### src/rtl/outerprodrc_drain.sv
// Sequencer and reader for the rate-coded outer-product array.
// One start request runs a single window on the array: a clear cycle, then RUNLEN enable
// cycles. It then snapshots every accumulator and streams them out one per valid/ready beat.
// Optional feature macro: OUTERPRODRC_DRAIN_OVERLAP_EN.
//   Defined:   a start request is also accepted while draining. The next run proceeds in
//              parallel from the decoupled snapshot.
//   Undefined: strictly serial operation.
module outerprodrc_drain #(
  parameter int unsigned ROWNUM      = 2,
  parameter int unsigned COLNUM      = 2,
  parameter int unsigned BITWIDTH    = 4,
  parameter int unsigned OUTBITWIDTH = 8,
  localparam int unsigned NUMEL      = ROWNUM * COLNUM,
  localparam int unsigned IDXW       = (NUMEL > 1) ? $clog2(NUMEL) : 1
) (
  input  logic                         iClk,
  input  logic                         iRstN,
  input  logic                         iStart,
  output logic                         oEn,
  output logic                         oClr,
  input  logic [NUMEL*OUTBITWIDTH-1:0] iAccData,
  output logic [OUTBITWIDTH-1:0]       oData,
  output logic [IDXW-1:0]              oIdx,
  output logic                         oValid,
  input  logic                         iReady,
  output logic                         oLast,
  output logic                         oBusy,
  output logic                         oDone
);

  localparam int unsigned RUNLEN = 2 ** (BITWIDTH - 1);
  localparam int unsigned CNTW   = (RUNLEN > 1) ? $clog2(RUNLEN) : 1;
  localparam logic [CNTW-1:0] RunLast = CNTW'(RUNLEN - 1);
  localparam logic [IDXW-1:0] IdxLast = IDXW'(NUMEL - 1);

  typedef enum logic [2:0] {
    StIdle,
    StClr,
    StRun,
    StSettle,
    StCapture,
    StDrain
  } stateT;

  stateT                         stateQ, stateD;
  logic [CNTW-1:0]               runCntQ, runCntD;
  logic [IDXW-1:0]               idxQ, idxD;
  logic [NUMEL*OUTBITWIDTH-1:0]  snapQ, snapD;
  logic                          enQ, enD;
  logic                          clrQ, clrD;
  logic                          validQ, validD;
  logic                          lastQ, lastD;
  logic                          busyQ, busyD;
  logic                          doneQ, doneD;
  logic [OUTBITWIDTH-1:0]        dataQ, dataD;
  logic                          hs;
  logic                          lastHs;

  // Next state, counters, snapshot and the next value of every registered output.
  always_comb begin
    stateD  = stateQ;
    runCntD = runCntQ;
    idxD    = idxQ;
    snapD   = snapQ;
    hs      = validQ & iReady;
    lastHs  = hs && (idxQ == IdxLast);

    unique case (stateQ)
      StIdle: begin
        if (iStart) stateD = StClr;
      end
      StClr: begin
        stateD = StRun;
      end
      StRun: begin
        if (runCntQ == RunLast) begin
          stateD  = StSettle;
          runCntD = '0;
        end else begin
          runCntD = runCntQ + CNTW'(1);
        end
      end
      StSettle: begin
        // Wait here while a previous drain still needs the old snapshot.
        if (!validQ || lastHs) stateD = StCapture;
      end
      StCapture: begin
        stateD = lastHs ? StIdle : StDrain;
      end
      StDrain: begin
        if (lastHs) stateD = StIdle;
`ifdef OUTERPRODRC_DRAIN_OVERLAP_EN
        if (iStart) stateD = StClr;
`endif
      end
      default: begin
        stateD = StIdle;
      end
    endcase

    // The snapshot is taken on the edge into CAPTURE so that the first beat is already
    // presented during CAPTURE.
    if (stateD == StCapture) begin
      snapD = iAccData;
      idxD  = '0;
    end else if (lastHs) begin
      idxD = '0;
    end else if (hs) begin
      idxD = idxQ + IDXW'(1);
    end

    validD = (stateD == StCapture) || (validQ && !lastHs);
    lastD  = validD && (idxD == IdxLast);
    enD    = (stateD == StRun);
    clrD   = (stateD == StClr);
    busyD  = (stateD != StIdle);
    doneD  = lastHs;

    dataD = '0;
    if (validD) begin
      for (int unsigned i = 0; i < NUMEL; i++) begin
        if (idxD == IDXW'(i)) dataD = snapD[i*OUTBITWIDTH +: OUTBITWIDTH];
      end
    end
  end

  // State, counters, snapshot and output registers; reset clears any drain in progress.
  always_ff @(posedge iClk or negedge iRstN) begin
    if (!iRstN) begin
      stateQ  <= StIdle;
      runCntQ <= '0;
      idxQ    <= '0;
      snapQ   <= '0;
      enQ     <= 1'b0;
      clrQ    <= 1'b0;
      validQ  <= 1'b0;
      lastQ   <= 1'b0;
      busyQ   <= 1'b0;
      doneQ   <= 1'b0;
      dataQ   <= '0;
    end else begin
      stateQ  <= stateD;
      runCntQ <= runCntD;
      idxQ    <= idxD;
      snapQ   <= snapD;
      enQ     <= enD;
      clrQ    <= clrD;
      validQ  <= validD;
      lastQ   <= lastD;
      busyQ   <= busyD;
      doneQ   <= doneD;
      dataQ   <= dataD;
    end
  end

  assign oEn    = enQ;
  assign oClr   = clrQ;
  assign oValid = validQ;
  assign oLast  = lastQ;
  assign oBusy  = busyQ;
  assign oDone  = doneQ;
  assign oData  = dataQ;
  assign oIdx   = idxQ;

endmodule

### config.mk
export PLATFORM = sky130hd
export DESIGN_NAME = outerprodrc_drain
export DESIGN_NICKNAME = d
export VERILOG_FILES = /design/src/rtl/outerprodrc_drain.sv
export SDC_FILE = /design/constraint.sdc
export NUM_CORES = 1
export LEC_CHECK = 0
export CORE_UTILIZATION = 35
export CTS_CLUSTER_DIAMETER = 50
export CTS_CLUSTER_SIZE = 24
export DETAILED_ROUTE_END_ITERATION = 10
export MAX_ROUTING_LAYER = met4
export PLACE_DENSITY_LB_ADDON = 0.08
export SETUP_SLACK_MARGIN = 0.02
export SKIP_LAST_GASP = 1
export SYNTH_ARGS = -nofsm -noshare
export SYNTH_HDL_FRONTEND = slang
export SYNTH_SLANG_ARGS = --single-unit
export TNS_END_PERCENT = 1
### constraint.sdc
create_clock -name iClk -period 2 [get_ports iClk]
set_clock_uncertainty 0.05 [all_clocks]
set_input_delay 0.4 -clock iClk [delete_from_list [all_inputs] [get_ports iClk]]
set_output_delay 0.4 -clock iClk [all_outputs]
set_load 0.02 [all_outputs]
## Word level (Yosys, flattened, before mapping)

Index checks and enable logic that the tools add are counted.

- Output and inout bits: 16
- Word-level logic and storage cells: 53
- Input port bits: 36
- Bits in registers: 54

- Reduce and logical (&&, ||, !) cells: 10
- Equality and inequality tests: 13
- Add/subtract/negate cells: 2
- Multiplexer cells: 16
- Bitwise gates (word level): 1

Operators with widths:

| kind | count |
|---|---|
| $mux W8 | 5 |
| $mux W32 | 1 |
| $mux W3 | 6 |
| $pmux W3 S6 | 1 |
| $eq A3 B3 Y1 const B | 4 |
| $eq A3 B2 Y1 const B | 3 |
| $eq A2 B2 Y1 const B | 3 |
| $eq A3 B1 Y1 const B | 2 |
| $mux W2 | 3 |
| $add A3 B1 Y3 const B | 1 |
| $logic_and A1 B1 Y1 | 3 |
| $logic_not A3 Y1 | 1 |
| $reduce_bool A3 Y1 | 1 |
| $add A2 B1 Y2 const B | 1 |
| $eq A2 B1 Y1 const B | 1 |
| $logic_not A1 Y1 | 2 |
| $logic_not A2 Y1 | 1 |
| $logic_or A1 B1 Y1 | 2 |
| $and A1 B1 Y1 | 1 |

## Depth between registers and ports, before layout

Gate-level depths: netlist of the first run.

- Word-level depth: 13
- Mapped depth: 7
- Mapped depth without buffers: 6

## Least setup slack after synthesis of the first run

No wires, ideal clock.

- Path kind: register to register
- Start point: register idxQ[0] (netlist: oIdx[0])
- End point: register snapQ[7]
- Cell stages (with the launch flop): 8
- Path buffers: 2
- Library setup time: 0.119 ns
- Arrival time: 1.645 ns
- Slack: 0.186 ns
- Data required time: 1.831 ns
- Period minus slack after synthesis: 1.814 ns
- Path through: dfrtp_1 > ha_1 > a21boi_1 > or3_1 > buf_2 > buf_2 > nand2_1 > nand2_1

- Cells in the longest elaborated chain, start to end: 7
- Elaborated cells between the ends (all ways): 9
- Those cells by class: eq/ne (2); mux (5); reduce/logical (2)

Ends and longest elaborated chain:

| item | line | source |
|---|---|---|
| from (decl) | 47 | `logic [IDXW-1:0] idxQ, idxD;` |
| from (signal assigned) | 144 | `idxQ <= idxD;` |
| $eq A2 B2 Y1 * | 66 | `lastHs = hs && (idxQ == IdxLast);` |
| $logic_and A1 B1 Y1 * | 66 |  |
| $logic_or A1 B1 Y1 | 85 | `if (!validQ \|\| lastHs) stateD = StCapture;` |
| $mux W3 | 85 |  |
| $pmux W3 S6 * | 68 | `unique case (stateQ)` |
| $eq A3 B3 Y1 * | 103 | `if (stateD == StCapture) begin` |
| $mux W32 * | 103 |  |
| net snapD[7] | 48 | `logic [NUMEL*OUTBITWIDTH-1:0] snapQ, snapD;` |
| to (signal assigned) | 145 | `snapQ <= snapD;` |
| to (decl) | 48 |  |

The timed path passes the listed nets; every way through them passes the cells marked *.
A chain may end at the register's enable or synchronous reset.

## Worst setup path after layout of the first run

- Start point: register validQ (netlist: oValid)
- End point: output oValid

RTL lines:

| item | line | source |
|---|---|---|
| from (decl) | 51 | `logic validQ, validD;` |
| from (signal assigned) | 148 | `validQ <= validD;` |
| to (decl) | 24 | `output logic oValid,` |

No word-level cell between the ends.

==> reports/metrics.cfg, run 1 <==
[outcome]
status = finished, final reports clean

[clocking]
cts_buffers = 5
clock_sinks = 54
htree_levels = 2
clockBufferDepth = 2
clk_latency_ns = 0.30
cts_tree = yes
cts_root_buffer = clkbuf_8
clk_pin_slew_ns = 0.09

[power]
p_per_area_nw_per_um2 = 1550
p_leak_nw = 1.65
power_frac_clock_pct = 12.8
comb_power_share_pct = 48.8
power.total_w = 0.00522
power.switching_w = 0.00202
intPower_w = 0.00321
peakVddDrop_uv = 753
switching_share_pct = 38.6
seq_power_share_pct = 38.3

[sta]
whs_ns = 0.0191
period_needed_ns = 1.83
timing.final.crit_share_pct = 91.4
tightest_slew_ns = 0.533
rsz0062_at_grt = no
relSlewSlack_pct = 64.5
hold_viol_final = 0
final_max_slew_viol_count = 0
clock.fmax_mhz = 547
setup_viol = 0
tns_ns = 0

[placement]
place.gp.congestion = 0.802
post-dp-hpwl_um = 4140
io_buffers = 51

[synthesis]
synth_top_area_share_pct = 53.0
synth.largest_area_cell = dfrtp_1
syn-num-nets = 303
synthesis.area_um2 = 2550
synthDistinctLibCells = 36
syn_area_per_cell_um2 = 9.65
netlist_instances = 264
synth.area.top_cells = dfrtp_1 53%, nand2_1 16%, mux2_1 4.4%
ys_seq_area_share_pct = 53.0
ys.warnings.count = 0
ys_seq_elements = 54

[hold_path]
holdCritPathClass = primary input to asynchronous set/reset pin

[global_routing]
grt_pass1_vias = 1991
grt_pass1_wl_um = 9770
grt_start_max_net_pins = 34
antenna_found_initial = 0
grt_util_all_layers_pct = 17.4
overflow = 0

[layout]
drive_gt1_share_pct = 9.57
final_core_util_pct = 48.7
num_antenna_cells = 0
nFillCells = 730
multiInputGateArea_um2 = 1130
seqCellArea_um2 = 1350
layout.nets = 362
area_delta_synth_final_pct = 31.9

[route]
drt-initial-drc-count = 32
ant_nets = 0
vias_per_cell = 4.65
wire_per_inst_um = 13.6
drtPass1Iterations = 4
totalWireLength_um = 5710
via_count = 1955
drcViolationCount = 0

[critical_path]
crit_type = flop to output port
timing.rr.start = oIdx[1]
start_kind = flop
worst_path_max_delay_cell = clkdlybuf4s50_1
endpoint_kind = output port
path_cells = clkdlybuf4s50_1
path_delay_family = buffers and inverters
critPathArrivalTime_ns = 1.38
crit_required_ns = 1.55
crit_fanout = 9
r2r_end = oData[0]
worst-path-buf-inv = 1
ff2ff_setup_slack_ns = 0.21
cpPeakStageDelay_ns = 0.63
ff2ff_path_depth = 6

[die]
rows = 30
pin_count = 52
die_area_um2 = 7630
coreArea_um2 = 6910
die_w_um = 87.3
start_util_pct = 36.9
die_h_um = 87.3

[job]
drv_cap = 0

-- power groups by stage --
| stage | Sequential (W) | Combinational [W] | Clock (W) |
|---|---|---|---|
| after floorplan | 0.00205 | 0.00163 | 0 |
| after global placement | 0.00203 | 0.00256 | 0 |
| after detailed placement | 0.00202 | 0.00260 | 0 |
| after CTS | 0.00201 | 0.00260 | 0.000688 |
| after global routing | 0.00207 | 0.00289 | 0.000732 |
| final | 0.00200 | 0.00255 | 0.000671 |
-- registers in the layout (all words and copies together) (netlist names) --
| name | cells |
|---|---|
| snapQ | 32 |
| oIdx | 2 |
| stateQ | 3 |
| oBusy | 1 |
| oDone | 1 |
| oEn | 1 |
| runCntQ | 3 |
| oData | 8 |
| oValid | 1 |
| oClr | 1 |
| oLast | 1 |
-- timing repair --
action                                  CTS  global route
buffers inserted                          0             0
endpoints found under the setup margin    1             1
gates resized for setup                   1             1
gates cloned                              0             0
hold buffers                              0             0
-- kinds of logic after synthesis --
kind of cell             Yosys count  synth area share [%]
multiplexers                      20                  8.59
adder cells (fa/ha/maj)            3                  1.47
AND/OR/NAND/NOR                  137                  23.2
AO/OA/AOI/OAI                     35                  10.8
flip-flops                        54                  53.0
buffers and inverters             15                  2.90
-- how the worst max path moves through the flow --
stage,slack [ns],cells past startpoint,end,startpoint
floorplan,0.19,7,snapQ[7],oIdx[0]
global placement,-0.04,5,oData[7],iReady
detailed placement,-0.06,5,oData[7],iReady
CTS,0.06,1,oValid,oValid
global route,0.09,6,oData[0],oIdx[1]
finish,0.17,1,oValid,oValid
-- layout by cell type, fill, tap and decap left out, drive strengths merged, types with 8 or more instances in the layout --
cell type,netlist,routed
buf,9,15
o31ai,9,9
mux2,12,12
mux2i,8,8
a211oi,8,8
o211a,8,8
nand2,109,109
dfrtp,54,54
clkdlybuf4s50,0,49
and3,11,11
-- area by class of cell --
| cell class | instances | share of cell area (%) |
|---|---|---|
| flip-flops and latches | 54 | 40.2 |
| inverters | 2 | 0.223 |
| multi-input cells | 195 | 33.6 |
| repair buffers | 65 | 19.2 |
| well taps | 96 | 3.57 |
| clock inverters | 1 | 0.261 |
| clock buffers | 7 | 2.87 |
-- cells in the mapped netlist --
| cell | instances |
|---|---|
| o21ai_1 | 1 |
| a21boi_1 | 1 |
| a21bo_2 | 1 |
| nand2_1 | 108 |
| nor2_4 | 1 |
| mux2_2 | 1 |
| ha_1 | 3 |
| nand2b_1 | 1 |
| nand3_1 | 1 |
| o211a_1 | 8 |
| buf_2 | 8 |
| o21ai_0 | 2 |
| a21boi_0 | 1 |
| buf_6 | 1 |
| nand3b_1 | 2 |
| clkbuf_1 | 4 |
| nand2_2 | 1 |
| nor3_2 | 1 |
| and3_1 | 11 |
| dfrtp_1 | 54 |
| nand4bb_1 | 1 |
| mux2i_1 | 8 |
| mux2_4 | 1 |
| o21a_1 | 1 |
| nor3_1 | 1 |
| inv_1 | 2 |
| nor3b_1 | 1 |
| o31ai_2 | 1 |
| or3_1 | 1 |
| nor2b_1 | 2 |
| a211oi_1 | 8 |
| and2_1 | 1 |
| a21oi_1 | 3 |
| nor2_1 | 4 |
| o31ai_1 | 8 |
| mux2_1 | 10 |
-- metal layers --
| metal | GRT usage, % | part of all wire [%] |
|---|---|---|
| met1 | 24.0 | 51 |
| met2 | 26.7 | 44 |
| met3 | 3.03 | 3.4 |
| met4 | 4.47 | 0.93 |
| met5 | - | 0 |
-- through the flow --
step | instance area, um2 | setup slack, ns | std cells
6_report | 3360 | 0.172 | 420
5_1_grt | 3360 | 0.0878 | 420
4_1_cts | 3360 | 0.0648 | 420
3_5_place_dp | 3260 | -0.0629 | 412
3_3_place_gp | 3260 | -0.0415 | 412
2_1_floorplan | 2550 | 0.186 | 264
Power figures use the tool's default switching activity.
==> inputs of run 2 (changes only) <==
- HOLD_SLACK_MARGIN: not set -> 0.06
- SKIP_CTS_REPAIR_TIMING: not set -> 1
==> reports/metrics.cfg, run 2 (synthesis gave the netlist of run 1 again) <==
[layout]
largest_reg_flops = 32  ; unchanged
drive_gt1_share_pct = 9.23  ; -0.34 points
seqCellArea_um2 = 1350  ; about the same
multiInputGateArea_um2 = 1130  ; unchanged
layout.nets = 363  ; +0.28%
final_common_cell = nand2_1
area_delta_synth_final_pct = 32.4
largest-register = snapQ
instances_no_fill = 421  ; +0.24%
nFillCells = 730  ; unchanged
layout_common_cells = 108 x nand2_1, 54 x dfrtp_1, 49 x clkdlybuf4s50_1, 11 x and3_1, 11 x buf_4
num_antenna_cells = 0  ; unchanged

[power]
power.total_w = 0.00523  ; about the same
p_per_area_nw_per_um2 = 1550  ; -0.33%
power_frac_clock_pct = 12.8  ; about the same
power.switching_w = 0.00202  ; about the same
p_leak_nw = 1.67  ; +0.88%
switching_share_pct = 38.6  ; -0.053 points
intPower_w = 0.00321  ; +0.13%
comb_power_share_pct = 48.9  ; about the same
seq_power_share_pct = 38.2  ; about the same
peakVddDrop_uv = 753  ; about the same

[die]
pin_count = 52  ; unchanged
start_util_pct = 36.9  ; unchanged
die_area_um2 = 7630  ; unchanged
die_w_um = 87.3  ; unchanged
rows = 30  ; unchanged
die_h_um = 87.3  ; unchanged
coreArea_um2 = 6910  ; unchanged

[global_routing]
antenna_found_initial = 0  ; unchanged
grt_pass1_wl_um = 9770  ; unchanged
grt_start_max_net_pins = 34  ; unchanged
grt_util_all_layers_pct = 17.4  ; unchanged
grt_pass1_vias = 1991  ; unchanged
overflow = 0  ; unchanged

[critical_path]
crit_fanout = 9  ; unchanged
worst-path-buf-inv = 1  ; unchanged
path_cells = clkdlybuf4s50_1
path_delay_family = buffers and inverters
cpPeakStageDelay_ns = 0.66  ; +0.03 ns
ff2ff_setup_slack_ns = 0.21  ; about the same
crit_required_ns = 1.55  ; about the same
endpoint_kind = output port
worst_path_max_delay_cell = clkdlybuf4s50_1
critPathArrivalTime_ns = 1.46  ; +0.08 ns
crit_type = flop to output port
start_kind = flop

[route]
vias_per_cell = 4.63  ; -0.44%
drt-initial-drc-count = 48  ; +50%
drtPass1Iterations = 4  ; unchanged
drcViolationCount = 0  ; unchanged
totalWireLength_um = 5730  ; +0.39%
ant_nets = 0  ; unchanged
via_count = 1951  ; -0.20%
wire_per_inst_um = 13.6  ; +0.15%

[sta]
whs_ns = 0.429  ; +0.410 ns
relSlewSlack_pct = 64.2  ; -0.27 points
hold_viol_final = 0  ; unchanged
rsz0062_at_grt = yes
period_needed_ns = 1.91  ; +0.0806 ns
clock.fmax_mhz = 524  ; -4.2%
final_max_slew_viol_count = 0  ; unchanged
timing.final.crit_share_pct = 95.4  ; +4.0 points
tightest_slew_ns = 0.537  ; +0.00400 ns
setup_viol = 0  ; unchanged

[clocking]
clk_pin_slew_ns = 0.10  ; about the same
cts_root_buffer = clkbuf_8
clock_sinks = 54  ; unchanged
htree_levels = 2  ; unchanged
clk_latency_ns = 0.30  ; about the same
cts_buffers = 5  ; unchanged
clockBufferDepth = 2  ; unchanged
cts_tree = yes

[placement]
place.gp.congestion = 0.802  ; unchanged
post-dp-hpwl_um = 4140  ; unchanged
io_buffers = 51  ; unchanged
place_inst = 412  ; unchanged

[job]
drv_cap = 0  ; unchanged

[outcome]
status = finished, final reports clean

[hold_path]
holdCritPathClass = flop to flop

run 2: changes by cell type in the layout (fill, tap and decap cells not counted), sizes merged:
| cell | previous run | this run |
|---|---|---|
| dlygate4sd2 | 1 | 0 |
| dlymetal6s2s | 0 | 1 |
| dlygate4sd3 | 0 | 1 |
run 2: final timing paths:
check / start / depth (start not counted) / to
max in group asynchronous: iRstN / 3 / oIdx[0]
min reg2reg: snapQ[7] / 2 / snapQ[7]
max reg2reg: oIdx[1] / 6 / oData[0]
max: oValid / 1 / oValid
min: snapQ[7] / 2 / snapQ[7]
min in group asynchronous: iRstN / 2 / oBusy
run 2: final cells by class:
| class | count | share of cell area, % |
|---|---|---|
| Sequential cell | 54 | 40.0 |
| Timing Repair Buffer | 66 | 19.6 |
| Clock inverter | 1 | 0.260 |
| Inverter | 2 | 0.222 |
| Clock buffer | 7 | 2.86 |
| Multi-Input combinational cell | 195 | 33.5 |
| Tap cell | 96 | 3.56 |
run 2: metal layers:
| metal | GRT usage (%) | share of wire [%] | routed length (um) | vias to the layer above |
|---|---|---|---|---|
| met5 | - | 0 | 0 | - |
| met4 | 4.47 | 0.80 | 46 | 0 |
| met3 | 3.03 | 3.4 | 195 | 4 |
| met2 | 26.7 | 44 | 2520 | 38 |
| met1 | 24.0 | 52 | 2960 | 906 |
| li1 | - | - | - | 1003 |
run 2: stage by stage:
step                setup TNS (ns)  util (%)  instance area [um2]  worst slack [ns]
finish                           0      48.9                 3370            0.0911
global route                     0      48.9                 3370           0.00678
CTS                              0      48.7                 3360           0.00176
detailed placement          -0.324      47.2                 3260           -0.0629
global placement           -0.0415      47.2                 3260           -0.0415
floorplan                        0         -                 2550             0.186
run 2: power groups by stage:
stage | Combinational (W) | Sequential [W] | Clock (W)
floorplan | 0.00163 | 0.00205 | 0
global placement | 0.00256 | 0.00203 | 0
detailed placement | 0.00260 | 0.00202 | 0
CTS | 0.00260 | 0.00201 | 0.000688
global route | 0.00289 | 0.00207 | 0.000732
finish | 0.00256 | 0.00200 | 0.000671
